$ cat src/rtl/usb_rx_pkg.sv
// Shared types and constants for the USB packet receive controller.
package usb_rx_pkg;

  typedef enum logic [2:0] {
    StIdle,
    StHunt,
    StPid,
    StBody,
    StEop,
    StReport
  } state_e;

  typedef enum logic [1:0] {
    KindHs   = 2'd0,
    KindTok  = 2'd1,
    KindData = 2'd2
  } kind_e;

  typedef enum logic [2:0] {
    FailNone     = 3'd0,
    FailTimeout  = 3'd1,
    FailPidCmp   = 3'd2,
    FailPidKind  = 3'd3,
    FailCrc      = 3'd4,
    FailEarlySe0 = 3'd5,
    FailEop      = 3'd6
  } fail_e;

  localparam logic [4:0]  Crc5Poly   = 5'h05;
  localparam logic [4:0]  Crc5Init   = 5'h1F;
  localparam logic [4:0]  Crc5Resid  = 5'h0C;
  localparam logic [15:0] Crc16Poly  = 16'h8005;
  localparam logic [15:0] Crc16Init  = 16'hFFFF;
  localparam logic [15:0] Crc16Resid = 16'h800D;

  // PID[1:0] identifies the packet class
  localparam logic [1:0] PidTypeHs   = 2'b10;
  localparam logic [1:0] PidTypeTok  = 2'b01;
  localparam logic [1:0] PidTypeData = 2'b11;

  function automatic logic [1:0] pid_type(kind_e k);
    case (k)
      KindTok:  return PidTypeTok;
      KindData: return PidTypeData;
      default:  return PidTypeHs;
    endcase
  endfunction

endpackage

$ cat src/rtl/usb_crc_check.sv
// Serial CRC5/CRC16 checker; residual_ok reflects the state after the current bit.
module usb_crc_check import usb_rx_pkg::*; (
  input  logic clk,
  input  logic rst_L,
  input  logic init,
  input  logic en,
  input  logic sel16,
  input  logic bit_in,
  output logic residual_ok
);

  logic [15:0] crc_q, crc_d, crc_next;
  logic        fb;

  // Next CRC value with the incoming bit folded in (LSB-first data).
  always_comb begin
    fb       = 1'b0;
    crc_next = crc_q;
    if (sel16) begin
      fb       = bit_in ^ crc_q[15];
      crc_next = {crc_q[14:0], 1'b0} ^ (fb ? Crc16Poly : 16'h0000);
    end else begin
      fb       = bit_in ^ crc_q[4];
      crc_next = {11'h000, crc_q[3:0], 1'b0} ^ {11'h000, (fb ? Crc5Poly : 5'h00)};
    end
  end

  // Register update: init wins over shifting.
  always_comb begin
    crc_d = crc_q;
    if (init) begin
      crc_d = sel16 ? Crc16Init : {11'h000, Crc5Init};
    end else if (en) begin
      crc_d = crc_next;
    end
  end

  // CRC state register.
  always_ff @(posedge clk) begin
    if (!rst_L) crc_q <= '0;
    else        crc_q <= crc_d;
  end

  assign residual_ok = sel16 ? (crc_next == Crc16Resid) : (crc_next[4:0] == Crc5Resid);

endmodule

$ cat src/rtl/usb_rx_pkt_ctrl.sv
// USB packet receive controller: SYNC hunt, PID check, body with CRC, EOP, one report.
module usb_rx_pkt_ctrl import usb_rx_pkg::*; #(
  parameter int unsigned MAX_DATA_BYTES = 64,
  parameter int unsigned TIMEOUT_CYCLES = 255,
  parameter int unsigned EOP_CYCLES     = 2,
  localparam int unsigned LW = $clog2(MAX_DATA_BYTES + 1),
  localparam int unsigned TW = $clog2(TIMEOUT_CYCLES + 1),
  localparam int unsigned BW = $clog2(8 * MAX_DATA_BYTES + 17),
  localparam int unsigned EW = $clog2(EOP_CYCLES + 1)
) (
  input  logic          clk,
  input  logic          rst_L,
  input  logic          start,
  input  logic [1:0]    kind,
  input  logic [LW-1:0] data_len,
  input  logic          pause,
  input  logic          sync_valid,
  input  logic          rx_bit,
  input  logic          se0,
  output logic          busy,
  output logic [3:0]    pid,
  output logic [10:0]   token,
  output logic [7:0]    byte_out,
  output logic          byte_valid,
  output logic          done,
  output logic          success,
  output logic          fail,
  output logic [2:0]    fail_code
);

  state_e        state_q, state_d;
  kind_e         kind_q, kind_d;
  fail_e         fail_code_q, fail_code_d;
  logic [BW-1:0] n_bits_q, n_bits_d, bit_cnt_q, bit_cnt_d;
  logic [TW-1:0] to_cnt_q, to_cnt_d;
  logic [EW-1:0] eop_cnt_q, eop_cnt_d;
  logic [7:0]    sr_q, sr_d, byte_out_q, byte_out_d;
  logic [3:0]    pid_q, pid_d;
  logic [10:0]   token_q, token_d;
  logic          byte_valid_q, byte_valid_d;
  logic          crc_init, crc_en, crc_ok;
  logic [LW-1:0] len_clamp;
  logic [7:0]    sr_full;

  assign len_clamp = (data_len > LW'(MAX_DATA_BYTES)) ? LW'(MAX_DATA_BYTES) : data_len;
  assign sr_full   = {rx_bit, sr_q[7:1]};

  usb_crc_check u_crc (
    .clk         (clk),
    .rst_L       (rst_L),
    .init        (crc_init),
    .en          (crc_en),
    .sel16       (kind_q == KindData),
    .bit_in      (rx_bit),
    .residual_ok (crc_ok)
  );

  // Next-state logic; pause freezes every working state, IDLE and REPORT ignore it.
  always_comb begin
    state_d      = state_q;
    kind_d       = kind_q;
    n_bits_d     = n_bits_q;
    to_cnt_d     = to_cnt_q;
    bit_cnt_d    = bit_cnt_q;
    eop_cnt_d    = eop_cnt_q;
    sr_d         = sr_q;
    pid_d        = pid_q;
    token_d      = token_q;
    byte_out_d   = byte_out_q;
    byte_valid_d = 1'b0;
    fail_code_d  = fail_code_q;
    crc_init     = 1'b0;
    crc_en       = 1'b0;
    case (state_q)
      StIdle: begin
        if (start) begin
          state_d = StHunt;
          if (kind == 2'd1)      kind_d = KindTok;
          else if (kind == 2'd2) kind_d = KindData;
          else                   kind_d = KindHs;
          n_bits_d    = (kind == 2'd2) ? ((BW'(len_clamp) << 3) + BW'(16)) : BW'(16);
          to_cnt_d    = '0;
          bit_cnt_d   = '0;
          eop_cnt_d   = '0;
          sr_d        = '0;
          token_d     = '0;
          fail_code_d = FailNone;
        end
      end
      StHunt: begin
        if (!pause) begin
          if (sync_valid) begin
            state_d   = StPid;
            bit_cnt_d = '0;
          end else begin
            to_cnt_d = to_cnt_q + TW'(1);
            if (to_cnt_q == TW'(TIMEOUT_CYCLES - 1)) begin
              fail_code_d = FailTimeout;
              state_d     = StReport;
            end
          end
        end
      end
      StPid: begin
        if (!pause) begin
          sr_d      = sr_full;
          bit_cnt_d = bit_cnt_q + BW'(1);
          if (bit_cnt_q == BW'(7)) begin
            pid_d     = sr_full[3:0];
            bit_cnt_d = '0;
            if (sr_full[7:4] != ~sr_full[3:0]) begin
              fail_code_d = FailPidCmp;
              state_d     = StReport;
            end else if (sr_full[1:0] != pid_type(kind_q)) begin
              fail_code_d = FailPidKind;
              state_d     = StReport;
            end else if (kind_q == KindHs) begin
              state_d   = StEop;
              eop_cnt_d = '0;
            end else begin
              state_d  = StBody;
              crc_init = 1'b1;
            end
          end
        end
      end
      StBody: begin
        if (!pause) begin
          if (se0) begin
            fail_code_d = FailEarlySe0;
            state_d     = StReport;
          end else begin
            crc_en    = 1'b1;
            sr_d      = sr_full;
            bit_cnt_d = bit_cnt_q + BW'(1);
            if (kind_q == KindTok && bit_cnt_q < BW'(11)) token_d = {rx_bit, token_q[10:1]};
            // Strobe only completed payload bytes, never the trailing CRC.
            if (kind_q == KindData && bit_cnt_q[2:0] == 3'd7 &&
                bit_cnt_q < n_bits_q - BW'(16)) begin
              byte_out_d   = sr_full;
              byte_valid_d = 1'b1;
            end
            if (bit_cnt_q == n_bits_q - BW'(1)) begin
              if (!crc_ok) fail_code_d = FailCrc;
              state_d   = StEop;
              eop_cnt_d = '0;
            end
          end
        end
      end
      StEop: begin
        if (!pause) begin
          if (se0) begin
            eop_cnt_d = eop_cnt_q + EW'(1);
            if (eop_cnt_q == EW'(EOP_CYCLES - 1)) state_d = StReport;
          end else begin
            if (fail_code_q == FailNone) fail_code_d = FailEop;
            state_d = StReport;
          end
        end
      end
      StReport: state_d = StIdle;
      default:  state_d = StIdle;
    endcase
  end

  // State and datapath registers.
  always_ff @(posedge clk) begin
    if (!rst_L) begin
      state_q      <= StIdle;
      kind_q       <= KindHs;
      n_bits_q     <= '0;
      to_cnt_q     <= '0;
      bit_cnt_q    <= '0;
      eop_cnt_q    <= '0;
      sr_q         <= '0;
      pid_q        <= '0;
      token_q      <= '0;
      byte_out_q   <= '0;
      byte_valid_q <= 1'b0;
      fail_code_q  <= FailNone;
    end else begin
      state_q      <= state_d;
      kind_q       <= kind_d;
      n_bits_q     <= n_bits_d;
      to_cnt_q     <= to_cnt_d;
      bit_cnt_q    <= bit_cnt_d;
      eop_cnt_q    <= eop_cnt_d;
      sr_q         <= sr_d;
      pid_q        <= pid_d;
      token_q      <= token_d;
      byte_out_q   <= byte_out_d;
      byte_valid_q <= byte_valid_d;
      fail_code_q  <= fail_code_d;
    end
  end

  // busy already reads low in the REPORT cycle, alongside done.
  assign busy       = (state_q != StIdle) && (state_q != StReport);
  assign done       = (state_q == StReport);
  assign success    = done && (fail_code_q == FailNone);
  assign fail       = done && (fail_code_q != FailNone);
  assign fail_code  = fail_code_q;
  assign pid        = pid_q;
  assign token      = token_q;
  assign byte_out   = byte_out_q;
  assign byte_valid = byte_valid_q;

endmodule

$ cat config.mk
export PLATFORM = sky130hd
export DESIGN_NAME = usb_rx_pkt_ctrl
export DESIGN_NICKNAME = d
export VERILOG_FILES = /design/src/rtl/usb_rx_pkg.sv /design/src/rtl/usb_crc_check.sv /design/src/rtl/usb_rx_pkt_ctrl.sv
export SDC_FILE = /design/constraint.sdc
export NUM_CORES = 1
export LEC_CHECK = 0
export BUFFER_PORTS_ARGS = -buffer_cell sky130_fd_sc_hd__buf_2
export CAP_MARGIN = 15
export CORE_UTILIZATION = 35
export CTS_CLUSTER_DIAMETER = 30
export DETAILED_ROUTE_END_ITERATION = 10
export PLACE_DENSITY = 0.59
export SKIP_LAST_GASP = 1
export SLEW_MARGIN = 20
export SYNTH_ARGS = -nofsm -noshare
export SYNTH_HDL_FRONTEND = slang
export SYNTH_SLANG_ARGS = --single-unit
$ cat constraint.sdc
create_clock -name clk -period 2.4 [get_ports clk]
set_clock_uncertainty 0.15 [all_clocks]
set_input_delay 0.12 -clock clk [delete_from_list [all_inputs] [get_ports clk]]
set_output_delay 0.12 -clock clk [all_outputs]
set_load 0.005 [all_outputs]
==> out/metrics.csv <==
metric;value;unit
status;finished clean;
final_hold_viol_count;0;
fp.dieH;117;µm
yosysUniqueCellTypes;57;
p_per_area;814;mW/mm²
grt_usage;17.2;%
slew_violations;0;
start_util;36.4;%
arrival;2.44;ns
cts_buffer_depth;2;
num_vias;4226;
syn_avg_cell_area;8.25;µm²
fin_tns_setup;0;ns
fin_cells;826;
postSynthCellCount;564;
period_needed;2.31;ns
finalCritPeriodShare;96.4;%
rows;41;
numCtsBuffers;9;
firstDrtPassIters;5;
p_comb_share;40.0;%
startpoint_type;flip-flop;
vdd_drop_max;0.401;mV
drive_above_1_share;24.5;%
switching_share;34.9;%
synth.cell_area;0.00465;mm²
port_buffers;46;
postCtsSetupRepairBufs;0;
dieArea;0.0138;mm²
layout_commonest_cell;dfxtp_1;
top_level_ports;47;
end_kind;flip-flop;
h-tree-depth;3;
timing.fmax;0.432;GHz
coreArea;0.0128;mm²
async_reset_ff_share;0;%
cts_tree;yes;
routed_via_density;5.12;
ys_warn_count;0;
p_sw;0.00166;W
drc;0;
synth.net_count;600;
ys_ff_latch;82;
p_clk_share;28.2;%
synth-seq-area-share;35.3;%
grt_pass1_vias;4022;
crit_fanout;4;
fp.dieW;117;µm
layout.nets;685;
clockRootBuffer;clkbuf_16;
leakagePower;2.39;nW
wl;11600;µm
grt_overflow;0;
wire_per_inst;14.0;µm
clk_latency;0.34;ns
cp.required;2.53;ns
num_antenna_cells;0;
clk_pin_slew_worst_paths;0.06;ns
power.internal;0.00310;W
r2r_cells;10;
synth-edff-count;0;
antenna_found_initial;0;
final_util;45.7;%
clock-sinks;82;
grt_max_degree;29;
area_delta_synth_final;25.5;%
maxSlewHeadroom;53.1;%
antenna_left;0;
drv_cap;0;
final-setup-viol-count;0;
holdPathStages;4;
grt_pass1_wl;19300;µm
final_cell_mix;dfxtp_1 (80), nand2_1 (63), nor2_1 (56);
drt_iter0_drc;150;
place_inst;801;
synthFlopType;dfxtp_1;
rsz0062_at_grt;yes;
worst_slew_pin_slew;0.699;ns
hold_path_class;input port to flip-flop;
crit_type;flip-flop to flip-flop;
p_seq_share;31.7;%
gp_congestion;0.884;
dp.final_hpwl;8300;µm
==> area by class of cell <==
cell class	count	area [µm²]
fillers	1250	6930
inverters	14	52.6
well taps	172	215
multi-input cells	436	2920
repair buffers	106	728
flip-flops and latches	82	1640
clock inverters	6	57.6
clock buffers	10	229
==> critical path: stages, from the launching register on <==
cell and delay [ns]:
dfxtp_2 0.36, inv_2 0.06, ha_4 0.16, nor3b_4 0.15, xnor2_1 0.14, ha_1 0.30
or2_4 0.23, a211oi_2 0.17, a21o_2 0.20, clkbuf_16 0.16, mux2i_1 0.16
==> routing by layer <==
layer / vias to the layer above / wire [µm] / GRT usage, %
met5: - / 0 / 0
met3: 9 / 477 / 4.82
met4: 0 / 169 / 5.44
met2: 71 / 5520 / 28.4
met1: 2006 / 5410 / 21.6
li1: 2140 / - / -
==> synthesized netlist by cell type (13+ instances only) <==
cell	instances	share of area [%]
xor2_1	18	3.4
nor2_1	56	4.5
clkbuf_1	24	1.9
inv_1	13	1.0
ha_1	20	5.4
mux2i_1	21	4.5
nand3_1	32	3.4
dfxtp_1	82	35
xnor2_1	22	4.1
o21ai_0	25	2.7
nand2b_1	16	2.2
nand2_1	64	5.2
a21oi_1	24	2.6
==> state kept, by name, indices dropped and copies added, names as in the netlist <==
name and flops:
u_crc.crc_q 16, fail_code 3, pid 4, sr_q 7
kind_q 2, state_q 3, eop_cnt_q 2, bit_cnt_q 10
byte_valid 1, byte_out 8, to_cnt_q 8, n_bits_q 7
token 11
==> per-stage QoR <==
stage / worst slack, ns / area, µm² / hold WS [ns] / power (W)
floorplan: 0.0117 / 4660 / 0.0957 / 0.00275
global placement: -0.0544 / 5350 / 0.217 / 0.00331
detailed placement: -0.135 / 5350 / 0.209 / 0.00333
CTS: -0.0274 / 5730 / 0.0345 / 0.00474
global route: -0.0279 / 5840 / 0.0526 / 0.00506
finish: 0.0852 / 5840 / 0.0532 / 0.00476
==> power by group through the flow <==
stage	logic [W]	clock network, W	registers (W)
floorplan	0.00121	0	0.00153
global placement	0.00178	0	0.00153
detailed placement	0.00180	0	0.00153
CTS	0.00185	0.00138	0.00150
global route	0.00211	0.00144	0.00152
finish	0.00190	0.00134	0.00151
==> cells by family (layout without fill, tap and decap cells) <==
| group | after synthesis | after routing | share of synthesized area [%] |
|---|---|---|---|
| mux | 21 | 21 | 4.52 |
| xor+xnor | 40 | 40 | 7.53 |
| simple gates | 239 | 239 | 26.2 |
| fa+ha+maj | 20 | 20 | 5.38 |
| flops | 82 | 82 | 35.3 |
| buf+inv | 47 | 136 | 4.57 |
| compound gates | 115 | 116 | 16.5 |
==> path summary, 6_finish.rpt <==
| check | end | slack (ns) | from |
|---|---|---|---|
| worst max register to register | byte_out[1] | 0.09 | n_bits_q[5] |
| worst min-delay path | n_bits_q[4] | 0.05 | data_len[6] |
| worst min register to register | byte_out[5] | 0.30 | byte_out[5] |
| worst max-delay path | byte_out[1] | 0.09 | n_bits_q[5] |
==> repair_timing <==
item	4_1_cts	5_1_grt
setup endpoints to repair	21	28
pin swaps	2	9
gates cloned	0	2
hold endpoints to repair	6	0
gates resized for setup	6	20
hold buffers	7	0
(Power assumes the default switching activity.)
